==> src/rtl/av_timing_pkg.sv <==
// ============================================================================
// av_timing_pkg : raster timing constant sets and total-length helper
// Rev 1.0
// ============================================================================
`default_nettype none

package av_timing_pkg;

    // 640x480 @ 60 Hz, active-low syncs
    localparam int c_VGA_H_ACTIVE  = 640;
    localparam int c_VGA_H_FP      = 16;
    localparam int c_VGA_H_SYNC    = 96;
    localparam int c_VGA_H_BP      = 48;
    localparam int c_VGA_V_ACTIVE  = 480;
    localparam int c_VGA_V_FP      = 10;
    localparam int c_VGA_V_SYNC    = 2;
    localparam int c_VGA_V_BP      = 33;
    localparam bit c_VGA_HSYNC_POL = 1'b0;
    localparam bit c_VGA_VSYNC_POL = 1'b0;

    // 1280x720 @ 60 Hz, active-high syncs
    localparam int c_HD_H_ACTIVE   = 1280;
    localparam int c_HD_H_FP       = 110;
    localparam int c_HD_H_SYNC     = 40;
    localparam int c_HD_H_BP       = 220;
    localparam int c_HD_V_ACTIVE   = 720;
    localparam int c_HD_V_FP       = 5;
    localparam int c_HD_V_SYNC     = 5;
    localparam int c_HD_V_BP       = 20;
    localparam bit c_HD_HSYNC_POL  = 1'b1;
    localparam bit c_HD_VSYNC_POL  = 1'b1;

    function automatic int calc_total(input int active, input int fp, input int sync, input int bp);
        return active + fp + sync + bp;
    endfunction

endpackage

`default_nettype wire

==> src/rtl/timing_axis_counter.sv <==
// ============================================================================
// timing_axis_counter : one raster axis (active / front porch / sync / back porch)
// Rev 1.0
// ============================================================================
`default_nettype none

module timing_axis_counter
    import av_timing_pkg::*;
#(
    parameter int ACTIVE = 640,
    parameter int FP     = 16,
    parameter int SYNC   = 96,
    parameter int BP     = 48,
    parameter int WIDTH  = 12
) (
    input  logic             clock,
    input  logic             reset,
    input  logic             advance_i,
    output logic [WIDTH-1:0] count_o,
    output logic             in_active_o,
    output logic             in_sync_o,
    output logic             wrap_o
);

    localparam int               c_TOTAL      = calc_total(ACTIVE, FP, SYNC, BP);
    localparam logic [WIDTH-1:0] c_LAST       = WIDTH'(c_TOTAL - 1);
    localparam logic [WIDTH-1:0] c_ACTIVE     = WIDTH'(ACTIVE);
    localparam logic [WIDTH-1:0] c_SYNC_START = WIDTH'(ACTIVE + FP);
    localparam logic [WIDTH-1:0] c_SYNC_END   = WIDTH'(ACTIVE + FP + SYNC);

    logic [WIDTH-1:0] count_q, count_d;
    logic             in_active_q, in_active_d;
    logic             in_sync_q, in_sync_d;
    logic             w_at_last;

    assign w_at_last = (count_q == c_LAST);

    // Region flags are derived from the next count so they always match count_o.
    always_comb begin
        count_d = count_q;
        if (advance_i) begin
            count_d = w_at_last ? '0 : count_q + 1'b1;
        end
        in_active_d = (count_d < c_ACTIVE);
        in_sync_d   = (count_d >= c_SYNC_START) && (count_d < c_SYNC_END);
    end

    always_ff @(posedge clock or posedge reset) begin
        if (reset) begin
            count_q     <= c_LAST;
            in_active_q <= 1'b0;
            in_sync_q   <= 1'b0;
        end else begin
            count_q     <= count_d;
            in_active_q <= in_active_d;
            in_sync_q   <= in_sync_d;
        end
    end

    assign count_o     = count_q;
    assign in_active_o = in_active_q;
    assign in_sync_o   = in_sync_q;
    assign wrap_o      = w_at_last;

endmodule

`default_nettype wire

==> src/rtl/video_timing_gen.sv <==
// ============================================================================
// video_timing_gen : pixel/line/frame raster timing with syncs and strobes
// Rev 1.0
// ============================================================================
`default_nettype none

module video_timing_gen
    import av_timing_pkg::*;
#(
    parameter int H_ACTIVE    = c_VGA_H_ACTIVE,
    parameter int H_FP        = c_VGA_H_FP,
    parameter int H_SYNC      = c_VGA_H_SYNC,
    parameter int H_BP        = c_VGA_H_BP,
    parameter int V_ACTIVE    = c_VGA_V_ACTIVE,
    parameter int V_FP        = c_VGA_V_FP,
    parameter int V_SYNC      = c_VGA_V_SYNC,
    parameter int V_BP        = c_VGA_V_BP,
    parameter bit HSYNC_POL   = c_VGA_HSYNC_POL,
    parameter bit VSYNC_POL   = c_VGA_VSYNC_POL,
    parameter int COORD_WIDTH = 12
) (
    input  logic                   clock,
    input  logic                   reset,
    input  logic                   enable,
    output logic                   hsync,
    output logic                   vsync,
    output logic                   active,
    output logic [COORD_WIDTH-1:0] pixel_x,
    output logic [COORD_WIDTH-1:0] pixel_y,
    output logic                   line_start,
    output logic                   frame_start
);

    localparam int c_H_TOTAL   = calc_total(H_ACTIVE, H_FP, H_SYNC, H_BP);
    localparam int c_V_TOTAL   = calc_total(V_ACTIVE, V_FP, V_SYNC, V_BP);
    localparam int c_MAX_COORD = (c_H_TOTAL > c_V_TOTAL) ? c_H_TOTAL - 1 : c_V_TOTAL - 1;

    if ((H_ACTIVE <= 0) || (H_FP <= 0) || (H_SYNC <= 0) || (H_BP <= 0) ||
        (V_ACTIVE <= 0) || (V_FP <= 0) || (V_SYNC <= 0) || (V_BP <= 0) ||
        (COORD_WIDTH <= 0) ||
        (longint'(c_MAX_COORD) >= (longint'(1) << COORD_WIDTH))) begin : g_param_check
        $error("video_timing_gen: zero timing parameter or COORD_WIDTH too narrow");
    end

    logic w_h_active, w_h_sync, w_h_wrap;
    logic w_v_active, w_v_sync, w_v_wrap;
    logic w_v_advance;
    logic line_start_q, line_start_d;
    logic frame_start_q, frame_start_d;

    // The vertical axis only moves on a line wrap, so vsync changes together with x=0.
    assign w_v_advance = enable && w_h_wrap;

    timing_axis_counter #(
        .ACTIVE (H_ACTIVE),
        .FP     (H_FP),
        .SYNC   (H_SYNC),
        .BP     (H_BP),
        .WIDTH  (COORD_WIDTH)
    ) u_h_axis (
        .clock       (clock),
        .reset       (reset),
        .advance_i   (enable),
        .count_o     (pixel_x),
        .in_active_o (w_h_active),
        .in_sync_o   (w_h_sync),
        .wrap_o      (w_h_wrap)
    );

    timing_axis_counter #(
        .ACTIVE (V_ACTIVE),
        .FP     (V_FP),
        .SYNC   (V_SYNC),
        .BP     (V_BP),
        .WIDTH  (COORD_WIDTH)
    ) u_v_axis (
        .clock       (clock),
        .reset       (reset),
        .advance_i   (w_v_advance),
        .count_o     (pixel_y),
        .in_active_o (w_v_active),
        .in_sync_o   (w_v_sync),
        .wrap_o      (w_v_wrap)
    );

    always_comb begin
        line_start_d  = enable && w_h_wrap;
        frame_start_d = enable && w_h_wrap && w_v_wrap;
    end

    always_ff @(posedge clock or posedge reset) begin
        if (reset) begin
            line_start_q  <= 1'b0;
            frame_start_q <= 1'b0;
        end else begin
            line_start_q  <= line_start_d;
            frame_start_q <= frame_start_d;
        end
    end

    // Flags are flop outputs; polarity is a constant so sync stays glitch-free.
    assign active      = w_h_active && w_v_active;
    assign hsync       = w_h_sync ? HSYNC_POL : !HSYNC_POL;
    assign vsync       = w_v_sync ? VSYNC_POL : !VSYNC_POL;
    assign line_start  = line_start_q;
    assign frame_start = frame_start_q;

endmodule

`default_nettype wire
==> config.mk <==
export PLATFORM = sky130hd
export DESIGN_NAME = video_timing_gen
export DESIGN_NICKNAME = d
export VERILOG_FILES = /design/src/rtl/av_timing_pkg.sv /design/src/rtl/timing_axis_counter.sv /design/src/rtl/video_timing_gen.sv
export SDC_FILE = /design/constraint.sdc
export NUM_CORES = 1
export LEC_CHECK = 0
export ABC_AREA = 1
export ABC_CLOCK_PERIOD_IN_PS = 2800
export CORE_MARGIN = 4
export CORE_UTILIZATION = 39
export DETAILED_ROUTE_END_ITERATION = 10
export GPL_TIMING_DRIVEN = 0
export HOLD_SLACK_MARGIN = 0.15
export PLACE_DENSITY = 0.61
export SETUP_SLACK_MARGIN = 0.5
export SYNTH_ARGS = -nofsm -noshare
export SYNTH_HDL_FRONTEND = slang
export SYNTH_HIERARCHICAL = 1
export SYNTH_SLANG_ARGS = --single-unit
==> constraint.sdc <==
create_clock -name clock -period 2.8 [get_ports clock]
set_input_delay 0.56 -clock clock [delete_from_list [all_inputs] [get_ports clock]]
set_output_delay 0.56 -clock clock [all_outputs]
set_load 0.02 [all_outputs]
Word-level counts from Yosys, hierarchy flattened
Cells that the tools add are included.

Logic and storage cells: 29. Output and inout port bits: 29. Bits in registers: 30.

Reductions and logical operators: 5. Mux-type cells: 6. Eq/ne operators: 2. $lt $le $gt $ge: 6. Add/subtract/negate cells: 2.

Operators with widths (count): two-way mux 12 bit (4); adder 12 x 1 -> 12 bit, second input constant (2); == test 12 x 10 -> 1 bit, second input constant (2); less-than comparator 12 x 10 -> 1 bit, second input constant (2); less-than comparator 12 x 9 -> 1 bit, second input constant (2); greater-or-equal comparator 12 x 10 -> 1 bit, second input constant (1); greater-or-equal comparator 12 x 9 -> 1 bit, second input constant (1); logical AND 1 bit (5); two-way mux 1 bit (2).

Logic depth before layout (Yosys ltp)
Gate-level depths: netlist of run 1.

Word-level depth: 5. Depth in mapped cells: 18. Gate-level depth less buffers: 17.

Modules after synthesis
Netlist of run 1, hierarchy kept.

By module, submodules not included: timing_axis_counter at u_h_axis (cells an instance 126, area an instance 900.9 µm², instances 1, seq. area each 359.1 µm²); timing_axis_counter at u_v_axis (cells an instance 126, area an instance 879.6 µm², instances 1, seq. area each 354.1 µm²); video_timing_gen (cells an instance 11, area an instance 86.3 µm², instances 1, seq. area each 50.0 µm²).

Least setup slack after synthesis of run 1
Ideal clock, no wire load.

Kind: register -> register. Start point: reg u_h_axis.count_q[0] (netlist: u_h_axis/count_o[0]). End point: reg u_v_axis.in_sync_q (netlist: u_v_axis/in_sync_o). Clock period less this slack: 2.246 ns. Data required time: 2.731 ns. Path slack: 0.554 ns. Arrival: 2.177 ns. Setup time: 0.069 ns. Cell stages (with the launch flop): 16. Cell sequence: dfstp_2 -> ha_1 -> nand2_1 -> nor2_1 -> nand3_2 -> inv_1 -> nand2_1 -> inv_1 -> buf_4 -> nand3_1 -> nor2_2 -> nand2_1 -> xor2_1 -> nand2_1 -> nand3_1 -> nor2_2.

Longest elaborated chain between the ends: 5. Elaborated cells between the ends (all ways): 6. Those cells by class: order compare: 2; eq/ne: 1; mux: 1; reduce/logical: 2.

Ends and longest elaborated chain: start, declared (RTL line timing_axis_counter.sv:31) `logic [WIDTH-1:0] count_q, count_d;`; start signal, assigned (RTL line timing_axis_counter.sv:50) `count_q <= c_LAST;`; start signal, assigned (RTL line timing_axis_counter.sv:54) `count_q <= count_d;`; == test 12 x 10 -> 1 bit (*) (RTL line timing_axis_counter.sv:36) `assign w_at_last = (count_q == c_LAST);`; named net w_h_wrap (RTL line video_timing_gen.sv:45) `logic w_h_active, w_h_sync, w_h_wrap;`; logical AND 1 bit (*); named net line_start_d (RTL line video_timing_gen.sv:48) `logic line_start_q, line_start_d;`; two-way mux 12 bit (*) (RTL line timing_axis_counter.sv:41) `if (advance_i) begin`; greater-or-equal comparator 12 x 9 -> 1 bit / less-than comparator 12 x 9 -> 1 bit (equally long branches) (RTL line timing_axis_counter.sv:45) `in_sync_d = (count_d >= c_SYNC_START) && (count_d < c_SYNC_END);`; logical AND 1 bit (*) (RTL line timing_axis_counter.sv:45); named net u_v_axis.in_sync_d (RTL line timing_axis_counter.sv:33) `logic in_sync_q, in_sync_d;`; end signal, assigned (RTL line timing_axis_counter.sv:56) `in_sync_q <= in_sync_d;`; end, declared (RTL line timing_axis_counter.sv:33).

Mark *: on every way through the listed nets, which the timed path passes. The rest lies on a longest branch.

Worst setup path in the final report of run 1
Start point: reg u_h_axis.count_q[1] (netlist: u_h_axis/count_o[1]). End point: reg u_v_axis.in_sync_q (netlist: u_v_axis/in_sync_o).

The elaborated chain is that of the path after synthesis.

==> results of run 1 <==
-- worst min path at each step --
stage	startpoint	to	slack (ps)	cells past startpoint
floorplan	reset	frame_start$_DFF_PP0_	300	1
global placement	u_h_axis/count_o[1]$_DFF_PP1_	u_h_axis/count_o[1]$_DFF_PP1_	490	2
detailed placement	u_h_axis/count_o[1]$_DFF_PP1_	u_h_axis/count_o[1]$_DFF_PP1_	500	2
CTS	reset	line_start$_DFF_PP0_	490	2
global route	reset	line_start$_DFF_PP0_	520	2
finish	reset	line_start$_DFF_PP0_	490	2
-- stage by stage --
stage               cell area [sq um]  setup slack, ps
global placement                 2240              296
CTS                              2400              508
floorplan                        1870              554
global route                     2530              362
finish                           2530              555
detailed placement               2240              281
-- registers in the layout (all words and copies together), names as in the netlist --
signal                cells
u_v_axis/count_o         12
u_v_axis/in_sync_o        1
line_start                1
u_v_axis/in_active_o      1
frame_start               1
u_h_axis/in_active_o      1
u_h_axis/count_o         12
u_h_axis/in_sync_o        1
-- report_power, final --
group	total, W	switching [W]	internal, W
sequential	0.000693	0.000138	0.000554
combinational	0.000782	0.000442	0.000340
clock	0.000356	0.000158	0.000198
total	0.00183	0.000738	0.00109
-- timing repair --
action,4_1_cts,5_1_grt
setup endpoints to repair,2,2
resized for setup,8,17
gates cloned,0,0
setup buffers,4,6
pin swaps,4,7
-- cells by family (layout without fill, tap and decap cells) --
family,count (synthesis),after routing,share of synthesized area
buffers and inverters,62,111,0.129
AND/OR/NAND/NOR,153,153,0.389
flip-flops,30,30,0.409
adder cells (fa/ha/maj),3,3,0.0201
AO/OA/AOI/OAI,11,11,0.0342
XOR/XNOR,4,4,0.0188
-- layer usage --
layer  vias to the layer above  wire length (microns)
li1                        888                      -
met1                       763                   2170
met2                        28                   1970
met3                         4                    197
met4                         0                     36
met5                         -                      0
-- worst max-delay path, stage by stage, from the launching register on --
cell,delay (ps)
dfstp_2,560
ha_4,170
nand2_4,60
nor2_4,120
nand3_4,100
inv_2,70
nand2_2,50
inv_2,60
buf_6,120
nand2_2,80
nor2_4,170
xor2_2,170
nand3_1,110
nor2_1,150
nand2_2,70
nor2_2,100
-- final cells by class --
| cell class | count | share of cell area |
|---|---|---|
| Sequential cell | 30 | 0.302 |
| Buffer | 2 | 0.00743 |
| Inverter | 60 | 0.0892 |
| Clock buffer | 7 | 0.0342 |
| Multi-Input combinational cell | 171 | 0.382 |
| Tap cell | 52 | 0.0258 |
| Clock inverter | 1 | 0.00198 |
| Timing Repair Buffer | 41 | 0.158 |
-- synthesized netlist by cell type --
cell type,number,share of area
xor2_1,3,0.014
nand3_2,3,0.016
inv_1,52,0.10
nand2_1,75,0.15
nand3b_1,1,0.0040
nor2_1,22,0.044
nor2_2,11,0.037
dfrtp_1,20,0.27
nor3_2,1,0.0054
nand3_1,26,0.070
nor2_4,4,0.024
xnor2_1,1,0.0047
ha_1,3,0.020
buf_4,2,0.0080
nand3_4,1,0.0094
inv_2,6,0.012
o21ai_1,2,0.0054
o21bai_1,2,0.0080
clkinv_1,2,0.0040
nand2_2,3,0.010
nor3_1,2,0.0054
dfstp_2,10,0.14
o21ai_0,2,0.0054
o21ai_2,1,0.0047
a21oi_1,4,0.011
nand4_1,4,0.013
==> metrics.txt, run 1 <==
Total Wirelength=between 4 and 5 mm; Remaining Overflow, GRT=0; setup TNS=0 ps; commonest cells after routing, fill and taps aside=69 x nand2_1, 50 x inv_1, 31 x clkdlybuf4s50_1; Placer Congestion=0.837; met3 GRT Util=0.0504; total core area=4500 sq um; final slew viol count=0; number of global-route vias before repair=~1.6k; Crit. Startpoint=u_h_axis/count_o[1]$_DFF_PP1_; I/O Pins=32; most common cell after layout, fill and taps aside=nand2_1; ANT cells=0; Initial Utilization=0.414; Die Span Y=between 70 and 80 microns; Vias/cell=~4.6; clk root buf=clkbuf_8; drt first pass iters=4; RR Endpoint=u_v_axis/in_sync_o$_DFF_PP0_; Multi-input gate area=between 900 and 1000 sq um; synthesized instance count=~260; Req. time, crit path=~3000 ps; CTS buffer count=5; Ys Warns=6; maximum clock frequency=446 MHz; routed vias=1683; Final Power=approximately 0.0018 W; final period utilization=0.802; Finished Layout Cells=around 360; worst slew pin tran=between 500 and 600 ps; Final setup viols=0; post-DP HPWL=between 3 and 4 mm; RSZ-0062 raised after global routing=true; Setup crit start kind=flop; Yosys cell types=26; drt wl/cell=around 12 microns; status=completed; Syn Nets=roughly 270; TritonCTS clock tree=built; GR peak layer=met2; die area=between 5000 and 6000 sq um; Pleak=1.27 nW; GRT Total Usage=0.158; met1 Use GR=0.225; first-pass GRT wire length=~7.6 mm; initial antenna violation count=0; reg-to-reg startpoint=u_h_axis/count_o[1]$_DFF_PP1_; r2r worst-path depth=15; relative slew slack=0.628; Max clock buf depth=2; pin count of the biggest net entering global routing=15; Worst Path Arrival=around 2500 ps; Avg Inst Size Synth=approximately 7 sq um; hold slack=495 ps; Critical Path End=u_v_axis/in_sync_o$_DFF_PP0_; Final ANT Viol Nets=0; fin util=0.561; register area share after synthesis=0.409; worst setup path class=flop to flop; Power Density=approximately 720 nW/um^2; area delta synth->final=35.3%; cell area after synthesis=1870 sq um; FILL cells=410; Clock H-tree levels=2; Clk pin slew, worst setup/hold paths=60 ps; register bit total from synthesis=30; Cells after DPL=about 350; Hold Fails Final Rpt=0; clock skew=about 2.3 ps; peak supply drop=around 0.65 mV; post-route minimum period=between 2000 and 2500 ps; die span in x=77.2 microns; crit end category=flop; number of DRC markers in iteration 0=91; # rows=24; Sink Count=30; Hold Path Class=input pin to async pin; M2 GR Usage=0.228; Hold-fix buffers, CTS=0; IO Port Bufs=31; Max-cap violations=0; critical-path maximum fanout=6; clk_lat worst skew=280 ps; flop2flop setup slack=roughly 560 ps; net count reported at finish=~320; Reg area=763 sq um; share of cells above drive strength 1=0.234; Post-route DRC=0
Note: power is estimated with default switching activity, not from simulation.
==> run 2, diff against run 1 <==
--- a/config.mk
+++ b/config.mk
@@ -6,13 +6,13 @@
 export NUM_CORES = 1
 export LEC_CHECK = 0
 export ABC_AREA = 1
-export ABC_CLOCK_PERIOD_IN_PS = 2800
+export ABC_CLOCK_PERIOD_IN_PS = 2000
 export CORE_MARGIN = 4
 export CORE_UTILIZATION = 39
 export DETAILED_ROUTE_END_ITERATION = 10
 export GPL_TIMING_DRIVEN = 0
 export HOLD_SLACK_MARGIN = 0.15
-export PLACE_DENSITY = 0.61
+export PLACE_DENSITY = 0.63
 export SETUP_SLACK_MARGIN = 0.5
 export SYNTH_ARGS = -nofsm -noshare
 export SYNTH_HDL_FRONTEND = slang
==> constraint.sdc (replaced) <==
create_clock -name clock -period 2 [get_ports clock]
set_input_delay 0.4 -clock clock [delete_from_list [all_inputs] [get_ports clock]]
set_output_delay 0.4 -clock clock [all_outputs]
set_load 0.02 [all_outputs]
==> run 2 against run 1 <==
Clock power up 72%. Sequential cell count unchanged. The run now ends with setup timing left. Sequential share of layout area down 3.1 points. Combinational power up 57%. Register-to-register slack worse by 690 ps. Non-clock buffer count up 22. Fmax up 5.2%. Critical path depth up 2. Worst setup slack worse by 690 ps. Sequential power up 34%. Cell count up 6.0%. Critical path type unchanged. Die area unchanged.
==> metrics.txt, run 2 (synthesized netlist as in run 1, its figures left out) <==
commonest cells after routing, fill and taps aside=64 x nand2_1, 46 x inv_1, 22 x buf_4; Final WS setup=-133 ps; P_int=~0.0016 W; drt first pass iters=4; relative slew slack=0.612; clock power share=0.221; Setup crit start kind=flop; I/O Pins=32; Final setup viols=3; first-pass GRT wire length=approximately 8 mm; die span in x=77.2 microns; critical-path maximum fanout=7; Final ANT Viol Nets=0; RR Endpoint=u_v_axis/in_sync_o$_DFF_PP0_; RSZ-0062 raised after global routing=true; Power Density=between 900 and 1000 nW/um^2; Hold Fails Final Rpt=0; Seq pwr share=0.335; initial antenna violation count=0; Placer Congestion=between 0.8 and 0.9; Worst Path Arrival=2360 ps; IO Port Bufs=31; hold slack=between 300 and 400 ps; Die Span Y=slightly below 80 microns; worst slew pin tran=a little under 600 ps; Final Power=roughly 0.0028 W; status=finished with violations; Reg area=766 sq um; clk_lat worst skew=approximately 290 ps; TritonCTS clock tree=built; pin count of the biggest net entering global routing=15; clk root buf=clkbuf_8; die area=about 6000 sq um; Hold Path Class=input pin to async pin; Remaining Overflow, GRT=0; Vias/cell=about 4.8; clock skew=5.98 ps; Comb pwr share=0.444; GRT Total Usage=0.165; ANT cells=0; most common cell after layout, fill and taps aside=nand2_1; area delta synth->final=51.2%; Clk pin slew, worst setup/hold paths=~70 ps; switching part of the total=0.406; net count reported at finish=~340; post-route minimum period=around 2100 ps; number of DRC markers in iteration 0=roughly 80; Pleak=1.42 nW; routed vias=1849; share of cells above drive strength 1=0.416; Initial Utilization=0.414; sw power=0.00113 W; number of global-route vias before repair=around 1.7k; final period utilization=1.07; crit end category=flop; flop2flop setup slack=-130 ps; Sink Count=30; failing checks=setup timing; # rows=24; worst setup path class=flop to flop; peak supply drop=roughly 0.68 mV; Max clock buf depth=2; Post-route DRC=0; Clock H-tree levels=2; Total Wirelength=~5 mm; Max-cap violations=0; FILL cells=374; total core area=about 4500 sq um; post-DP HPWL=between 3 and 4 mm; Req. time, crit path=between 2000 and 2500 ps; drt wl/cell=approximately 13 microns; Finished Layout Cells=between 300 and 400; maximum clock frequency=between 400 and 500 MHz; Cells after DPL=346; Multi-input gate area=about 1100 sq um; final slew viol count=0; CTS buffer count=5; r2r worst-path depth=17; Hold-fix buffers, CTS=0; reg-to-reg startpoint=u_h_axis/count_o[5]$_DFF_PP0_
==> run 2: cell count changes in the layout (fill, tap and decap cells not counted), moves of 6 or more <==
cell | previous run | this run
nand3_1 | 24 | 16
nor2_4 | 8 | 14
buf_6 | 1 | 18
buf_4 | 10 | 22
dlygate4sd2_1 | 0 | 12
clkdlybuf4s50_1 | 31 | 2
==> run 2: metrics by stage <==
| step | setup WS (ps) | util | cell area (sq um) | TNS (ps) |
|---|---|---|---|---|
| floorplan | -140 | - | 1910 | -251 |
| global placement | -373 | 0.508 | 2290 | -745 |
| detailed placement | -391 | 0.508 | 2290 | -848 |
| CTS | -158 | 0.589 | 2660 | -410 |
| global route | -304 | 0.627 | 2820 | -1070 |
| finish | -133 | 0.627 | 2820 | -284 |
==> run 2: routing by layer <==
| layer | GRT usage | routed length (microns) | vias up |
|---|---|---|---|
| met1 | 0.216 | 2280 | 868 |
| met2 | 0.270 | 2440 | 45 |
| met3 | 0.0258 | 242 | 6 |
| met5 | 0 | 0 | - |
| met4 | 0.0676 | 70 | 0 |
| li1 | - | - | 930 |
==> run 2: timing repair <==
action                                  in CTS  in global routing
resized for setup                          103                 46
pin swaps                                   19                 18
buffers inserted                            27                  5
endpoints found under the setup margin      45                 36
==> run 2: power groups by stage <==
stage               clock, W  sequential [W]  combinational (W)
floorplan                  0         0.00108           0.000495
global placement           0        0.000984           0.000945
detailed placement         0        0.000984           0.000964
CTS                 0.000631        0.000915            0.00115
global route        0.000652        0.000950            0.00135
finish              0.000614        0.000929            0.00123
==> run 2: worst max-delay path by stage <==
| stage | depth (start not counted) | slack (ps) | end | start |
|---|---|---|---|---|
| 2_1_floorplan | 18 | -140 | u_v_axis/in_sync_o$_DFF_PP0_ | u_h_axis/count_o[0]$_DFF_PP1_ |
| 3_3_place_gp | 15 | -370 | u_v_axis/in_sync_o$_DFF_PP0_ | u_h_axis/count_o[0]$_DFF_PP1_ |
| 3_5_place_dp | 15 | -390 | u_v_axis/in_sync_o$_DFF_PP0_ | u_h_axis/count_o[0]$_DFF_PP1_ |
| 4_1_cts | 15 | -160 | u_v_axis/in_sync_o$_DFF_PP0_ | u_h_axis/count_o[0]$_DFF_PP1_ |
| 5_1_grt | 15 | -300 | u_v_axis/in_sync_o$_DFF_PP0_ | u_h_axis/count_o[5]$_DFF_PP0_ |
| 6_report | 17 | -130 | u_v_axis/in_sync_o$_DFF_PP0_ | u_h_axis/count_o[5]$_DFF_PP0_ |
==> run 2: critical path, cell delays in order (launching register included) <==
cell and delay, ps:
dfrtp_2 480, inv_1 100, nand2_1 110, nor2_4 140, nand3_4 90, inv_2 60, nand2_2 50, inv_2 60
buf_6 130, buf_6 110, inv_2 30, o21bai_1 150, nand2_1 90, inv_1 70, nand3_2 100, nor2_4 140
nand2_2 60, nor2_2 70
==> run 2: area by class of cell <==
type / instances / area share
Multi-Input combinational cell: 171 / 0.387
Sequential cell: 30 / 0.271
Timing Repair Buffer: 63 / 0.194
Inverter: 60 / 0.0798
Clock buffer: 5 / 0.0244
Tap cell: 52 / 0.0230
Clock inverter: 3 / 0.0142
Buffer: 2 / 0.00665
